File: src/rtl/data_mem_lsu.sv
// Byte-lane RV32 data memory with a request/response handshake, optional wait states
// and fault reporting for misaligned, out-of-range and illegal-size accesses.
module data_mem_lsu #(
   parameter int unsigned DEPTH_WORDS = 64,
   parameter int unsigned ADDR_W      = 32,
   parameter int unsigned WAIT_CYCLES = 0
) (
   input  logic              clk,
   input  logic              rst,
   input  logic              req_valid,
   output logic              req_ready,
   input  logic              req_we,
   input  logic [1:0]        req_size,
   input  logic              req_unsigned,
   input  logic [ADDR_W-1:0] req_addr,
   input  logic [31:0]       req_wdata,
   output logic              resp_valid,
   output logic [31:0]       resp_rdata,
   output logic              resp_err
);

   localparam int unsigned IdxW     = $clog2(DEPTH_WORDS);
   localparam logic [63:0] MemBytes = 64'(DEPTH_WORDS) * 64'd4;

   typedef enum logic [1:0] {StIdle, StWait, StResp} state_e;

   state_e          state_q, state_d;
   logic [3:0]      cnt_q, cnt_d;
   logic            resp_valid_q;
   logic [31:0]     resp_rdata_q;
   logic            resp_err_q;

   logic            lat_we, lat_err, lat_uns;
   logic [1:0]      lat_size, lat_off;
   logic [IdxW-1:0] lat_idx;

   logic            accept, acc_err, wr_en;
   logic [3:0]      wr_be;
   logic [31:0]     wr_data;
   logic [IdxW-1:0] req_idx;

   logic [IdxW-1:0] rd_idx;
   logic [1:0]      rd_off, rd_size;
   logic            rd_uns, rd_err, rd_silent;
   logic [31:0]     rd_word, byte_sh, load_data;
   logic [15:0]     rd_half;

   assign req_ready  = (state_q == StIdle);
   assign resp_valid = resp_valid_q;
   assign resp_rdata = resp_rdata_q;
   assign resp_err   = resp_err_q;

   assign accept  = req_valid && (state_q == StIdle);
   assign req_idx = req_addr[IdxW+1:2];
   assign wr_en   = accept && req_we && !acc_err && !rst;

   always_comb begin
      acc_err = 1'b0;
      unique case (req_size)
         2'b00:   acc_err = 1'b0;
         2'b01:   acc_err = req_addr[0];
         2'b10:   acc_err = |req_addr[1:0];
         default: acc_err = 1'b1;
      endcase
      if (64'(req_addr) >= MemBytes) acc_err = 1'b1;
   end

   // Store data is replicated across lanes so each lane just takes its own byte.
   always_comb begin
      wr_be   = 4'b0000;
      wr_data = req_wdata;
      unique case (req_size)
         2'b00: begin
            wr_be   = 4'b0001 << req_addr[1:0];
            wr_data = {4{req_wdata[7:0]}};
         end
         2'b01: begin
            wr_be   = req_addr[1] ? 4'b1100 : 4'b0011;
            wr_data = {2{req_wdata[15:0]}};
         end
         2'b10:   wr_be = 4'b1111;
         default: wr_be = 4'b0000;
      endcase
   end

   for (genvar l = 0; l < 4; l++) begin : g_lane
      logic [7:0] mem [DEPTH_WORDS];

      always_ff @(posedge clk) begin
         if (wr_en && wr_be[l]) begin
            mem[req_idx] <= wr_data[8*l +: 8];
         end
      end

      assign rd_word[8*l +: 8] = mem[rd_idx];
   end

   always_ff @(posedge clk) begin
      if (accept) begin
         lat_we   <= req_we;
         lat_err  <= acc_err;
         lat_uns  <= req_unsigned;
         lat_size <= req_size;
         lat_off  <= req_addr[1:0];
         lat_idx  <= req_idx;
      end
   end

   // With no wait states the read happens on the accept edge, straight from the request.
   always_comb begin
      if (state_q == StIdle) begin
         rd_idx  = req_idx;
         rd_off  = req_addr[1:0];
         rd_size = req_size;
         rd_uns  = req_unsigned;
         rd_err  = acc_err;
         rd_silent = req_we || acc_err;
      end else begin
         rd_idx  = lat_idx;
         rd_off  = lat_off;
         rd_size = lat_size;
         rd_uns  = lat_uns;
         rd_err  = lat_err;
         rd_silent = lat_we || lat_err;
      end
   end

   always_comb begin
      byte_sh = rd_word >> {rd_off, 3'b000};
      rd_half = rd_off[1] ? rd_word[31:16] : rd_word[15:0];
      unique case (rd_size)
         2'b00:   load_data = {{24{~rd_uns & byte_sh[7]}}, byte_sh[7:0]};
         2'b01:   load_data = {{16{~rd_uns & rd_half[15]}}, rd_half};
         default: load_data = rd_word;
      endcase
      if (rd_silent) load_data = 32'h0;
   end

   always_comb begin
      state_d = state_q;
      cnt_d   = cnt_q;
      unique case (state_q)
         StIdle: begin
            if (req_valid) begin
               if (WAIT_CYCLES == 0) begin
                  state_d = StResp;
               end else begin
                  cnt_d   = 4'(WAIT_CYCLES - 1);
                  state_d = StWait;
               end
            end
         end
         StWait: begin
            if (cnt_q == 4'd0) state_d = StResp;
            else cnt_d = cnt_q - 4'd1;
         end
         StResp:  state_d = StIdle;
         default: state_d = StIdle;
      endcase
   end

   always_ff @(posedge clk) begin
      if (rst) begin
         state_q      <= StIdle;
         cnt_q        <= 4'd0;
         resp_valid_q <= 1'b0;
         resp_rdata_q <= 32'h0;
         resp_err_q   <= 1'b0;
      end else begin
         state_q      <= state_d;
         cnt_q        <= cnt_d;
         resp_valid_q <= (state_d == StResp);
         if (state_d == StResp && state_q != StResp) begin
            resp_rdata_q <= load_data;
            resp_err_q   <= rd_err;
         end
      end
   end

endmodule

File: config.mk
export PLATFORM = sky130hd
export DESIGN_NAME = data_mem_lsu
export DESIGN_NICKNAME = d
export VERILOG_FILES = /design/src/rtl/data_mem_lsu.sv
export SDC_FILE = /design/constraint.sdc
export NUM_CORES = 2
export LEC_CHECK = 0
export BUFFER_PORTS_ARGS = -buffer_cell sky130_fd_sc_hd__buf_2
export CAP_MARGIN = 25
export CORE_MARGIN = 2
export CORE_UTILIZATION = 63
export DETAILED_ROUTE_END_ITERATION = 7
export HOLD_SLACK_MARGIN = 0.15
export PLACE_DENSITY_LB_ADDON = 0.12
export SYNTH_ARGS = -nofsm -noshare
export SYNTH_HDL_FRONTEND = slang
export SYNTH_SLANG_ARGS = --single-unit
File: constraint.sdc
create_clock -name clk -period 7 [get_ports clk]
set_clock_uncertainty 0.15 [all_clocks]
set_input_delay 1.4 -clock clk [delete_from_list [all_inputs] [get_ports clk]]
set_output_delay 1.4 -clock clk [all_outputs]
set_load 0.05 [all_outputs]
==> results.tsv <==
stage	metric	value	unit
layout	Layout Nets	5596	
worst_setup_path	CP startpoint kind	flip-flop	
clock_network	PostCTS Resize Cnt	0	
sta	Slew Limit Fails	0	
global_route	largest net degree at the start of global routing	102	
sta	Final Critical Period	5.76	ns
min_path	Min-Delay Path Class	flip-flop to flip-flop	
global_route	vias in the first global route	50300	
clock_network	CTS tree	yes	
detailed_routing	starting DRC count in detailed routing	9379	
layout	Layout Cells excl Fill	7494	
placed_design	placed insts	7080	
worst_setup_path	Critical Path RT	7.55	ns
global_route	initial antenna violation count	29	
worst_setup_path	CP Class	flip-flop to flip-flop	
run	maxcap violations	0	
clock_network	Root Buffer	clkbuf_16	
clock_network	clock-pin slew on the worst setup and hold paths	0.07	ns
sta	Setup TNS	0	ns
layout	share of cells above drive strength 1	13.6	%
detailed_routing	via/cell ratio	7.16	
synth	Syn. warnings	0	
global_route	GR Util met1	52.5	%
synth	Cells after Synth	5409	
placed_design	port bufs	105	
clock_network	clock sink count	2101	
placed_design	Placed Area	87500	µm²
clock_network	H-tree lvl count	4	
die	Die W	371	µm
clock_network	total CTS buffers	201	
global_route	met2 usage	53.6	%
synth	most common cell in the synthesized netlist	edfxtp_1	
worst_setup_path	crit path from	state_q[0]	
sta	period utilization	82.3	%
synth	area leader, netlist	edfxtp_1	
die	Top Ports	106	
detailed_routing	routed len/inst	35.2	µm
worst_setup_path	CP max FO	18	
status	outcome	finished with violations	
detailed_routing	vias	53700	
pwr	Max VDD drop	278	µV
sta	RSZ-0062 raised after global routing	false	
clock_network	hold_buf cts	0	
global_route	grt total ovfl	0	
global_route	GR Util met3	14.9	%
sta	f_max	173	MHz
sta	slew of the pin with the lowest slew margin	1.23	ns
synth	most instantiated cells after synthesis	2061 x edfxtp_1, 725 x nand2_1, 379 x mux2i_1, 325 x nor2_1	
worst_setup_path	r2r startpoint	state_q[0]	
placed_design	pre-CTS setup slack	0.794	ns
synth	dominant cells by area after synthesis	edfxtp_1 73%, mux2i_1 4.5%, mux4_2 3.3%	
placed_design	DP HPWL	166000	µm
synth	asr flop ratio synth	0	%
status	failing checks	DRC	
die	initial cell density of the core	63.6	%
synth	synthesized area per cell	15.7	µm²
worst_setup_path	CP arrival	6.31	ns
sta	PnR worst setup slack	1.24	ns
clock_network	deepest clock path buffer count	3	
placed_design	GPL Wtd Cong	1.01	
layout	post-route cell area	94100	µm²
synth	Primary FF master, synth	edfxtp_1	
synth	Syn Nets	5481	
global_route	gr usage total	38.5	%
worst_setup_path	Worst setup EP type	flip-flop	
die	row cnt	134	
synth	post-synth cell types	88	
sta	Final Hold Fails	0	
global_route	GR peak layer	met2	
synth	Synth top area share	72.8	%
clock_network	Clk Latency, worst-skew pair	0.85	ns
clock_network	# Post-CTS Setup Buffers	0	
sta	Slew headroom	17.5	%
pwr	LEAKAGE	30.7	nW
layout	Final Util	70.5	%
synth	register bit total from synthesis	2101	
min_path	Hold Crit Start	resp_err	
detailed_routing	Pre-Repair DR Iteration Count	8	
layout	area delta synth->final	10.7	%
die	area of the die	138000	µm²
synth	EDFF count, synth	2061	
sta	final setup violating endpoints	0	
synth	register area share after synthesis	73.7	%
detailed_routing	DRT antenna net count	0	
detailed_routing	DR DRC count	145	
global_route	first-pass GRT wire length	369000	µm
pwr	Cell Pwr Density	287	nW/µm²
die	Die Ht	371	µm
die	core area	134000	µm²
synth	Syn Std Cell Area	85000	µm²
detailed_routing	Total Wirelength	264000	µm
## state kept, by name, summed over array words and instances (netlist names)
| signal | count |
|---|---|
| lat_we | 1 |
| lat_size | 2 |
| g_lane.mem | 2048 |
| lat_off | 2 |
| cnt_q | 4 |
| resp_err | 1 |
| lat_uns | 1 |
| resp_rdata | 32 |
| state_q | 2 |
| lat_idx | 6 |
| resp_valid | 1 |
| lat_err | 1 |
## cells in the final DEF, fill, tap and decap left out, drive strengths merged, types with 81 or more instances in the layout
master	count
edfxtp	2061
nand2	727
mux2i	380
nor2	328
buf	283
clkbuf	248
o21ai	170
nand3	165
a32oi	130
mux4	126
a31oi	108
clkinv	92
a21oi	81
## cell families after synthesis
group,share of synthesized area (%)
AOI/OAI and AO/OA,8.04
xor gates and xnor gates,0.0309
adders and majority gates,0.0147
buffers and inverters,2.48
DFF,73.7
muxes,8.17
and+or+nand+nor,7.52
## layout make-up
class / instances / area [µm²]
flip-flops and latches: 2101 / 62700
fillers: 8529 / 39500
multi-input cells: 2928 / 20500
clock buffers: 248 / 5260
well taps: 1768 / 2210
repair buffers: 283 / 2190
clock inverters: 126 / 1140
diodes: 31 / 77.6
inverters: 9 / 33.8
## critical path, cell delays in order, from the launching register on
cell and delay [ns]:
dfxtp_1 0.33, or2_2 0.44, buf_4 0.50, mux2i_4 0.72, buf_4 0.37, buf_4 0.40, nand3_1 0.13, nand4_1 0.22
o2bb2ai_1 0.16, a22oi_1 0.44, nand4_1 0.72, o221ai_2 0.77, a41oi_1 0.20
## path summary, 6_finish.rpt
path,end,slack (ns),cells past startpoint
setup / recovery,resp_rdata[11],1.24,12
hold / removal,resp_err,0.38,2
setup reg to reg,resp_rdata[11],1.24,12
hold reg to reg,resp_err,0.38,2
## per-stage QoR
stage	power [mW]	hold slack (ns)
floorplan	15.5	0.330
CTS	26.9	0.378
finish	27.0	0.379
global placement	16.4	0.326
detailed placement	16.5	0.365
global route	27.5	0.416
## layer usage
| layer | share of wire (%) | vias to the layer above |
|---|---|---|
| met5 | 0.10 | - |
| met4 | 5.9 | 20 |
| met3 | 15 | 809 |
| met2 | 43 | 4253 |
| met1 | 36 | 26900 |
| li1 | - | 21700 |
## report_power, final
part           switching [mW]  total (mW)  internal (mW)
Clock                    4.71        10.7           5.97
Sequential            0.00766        13.9           13.9
Combinational            1.73        2.40          0.666
Total                    6.44        27.0           20.5
Note: power is estimated with default switching activity, not from simulation.
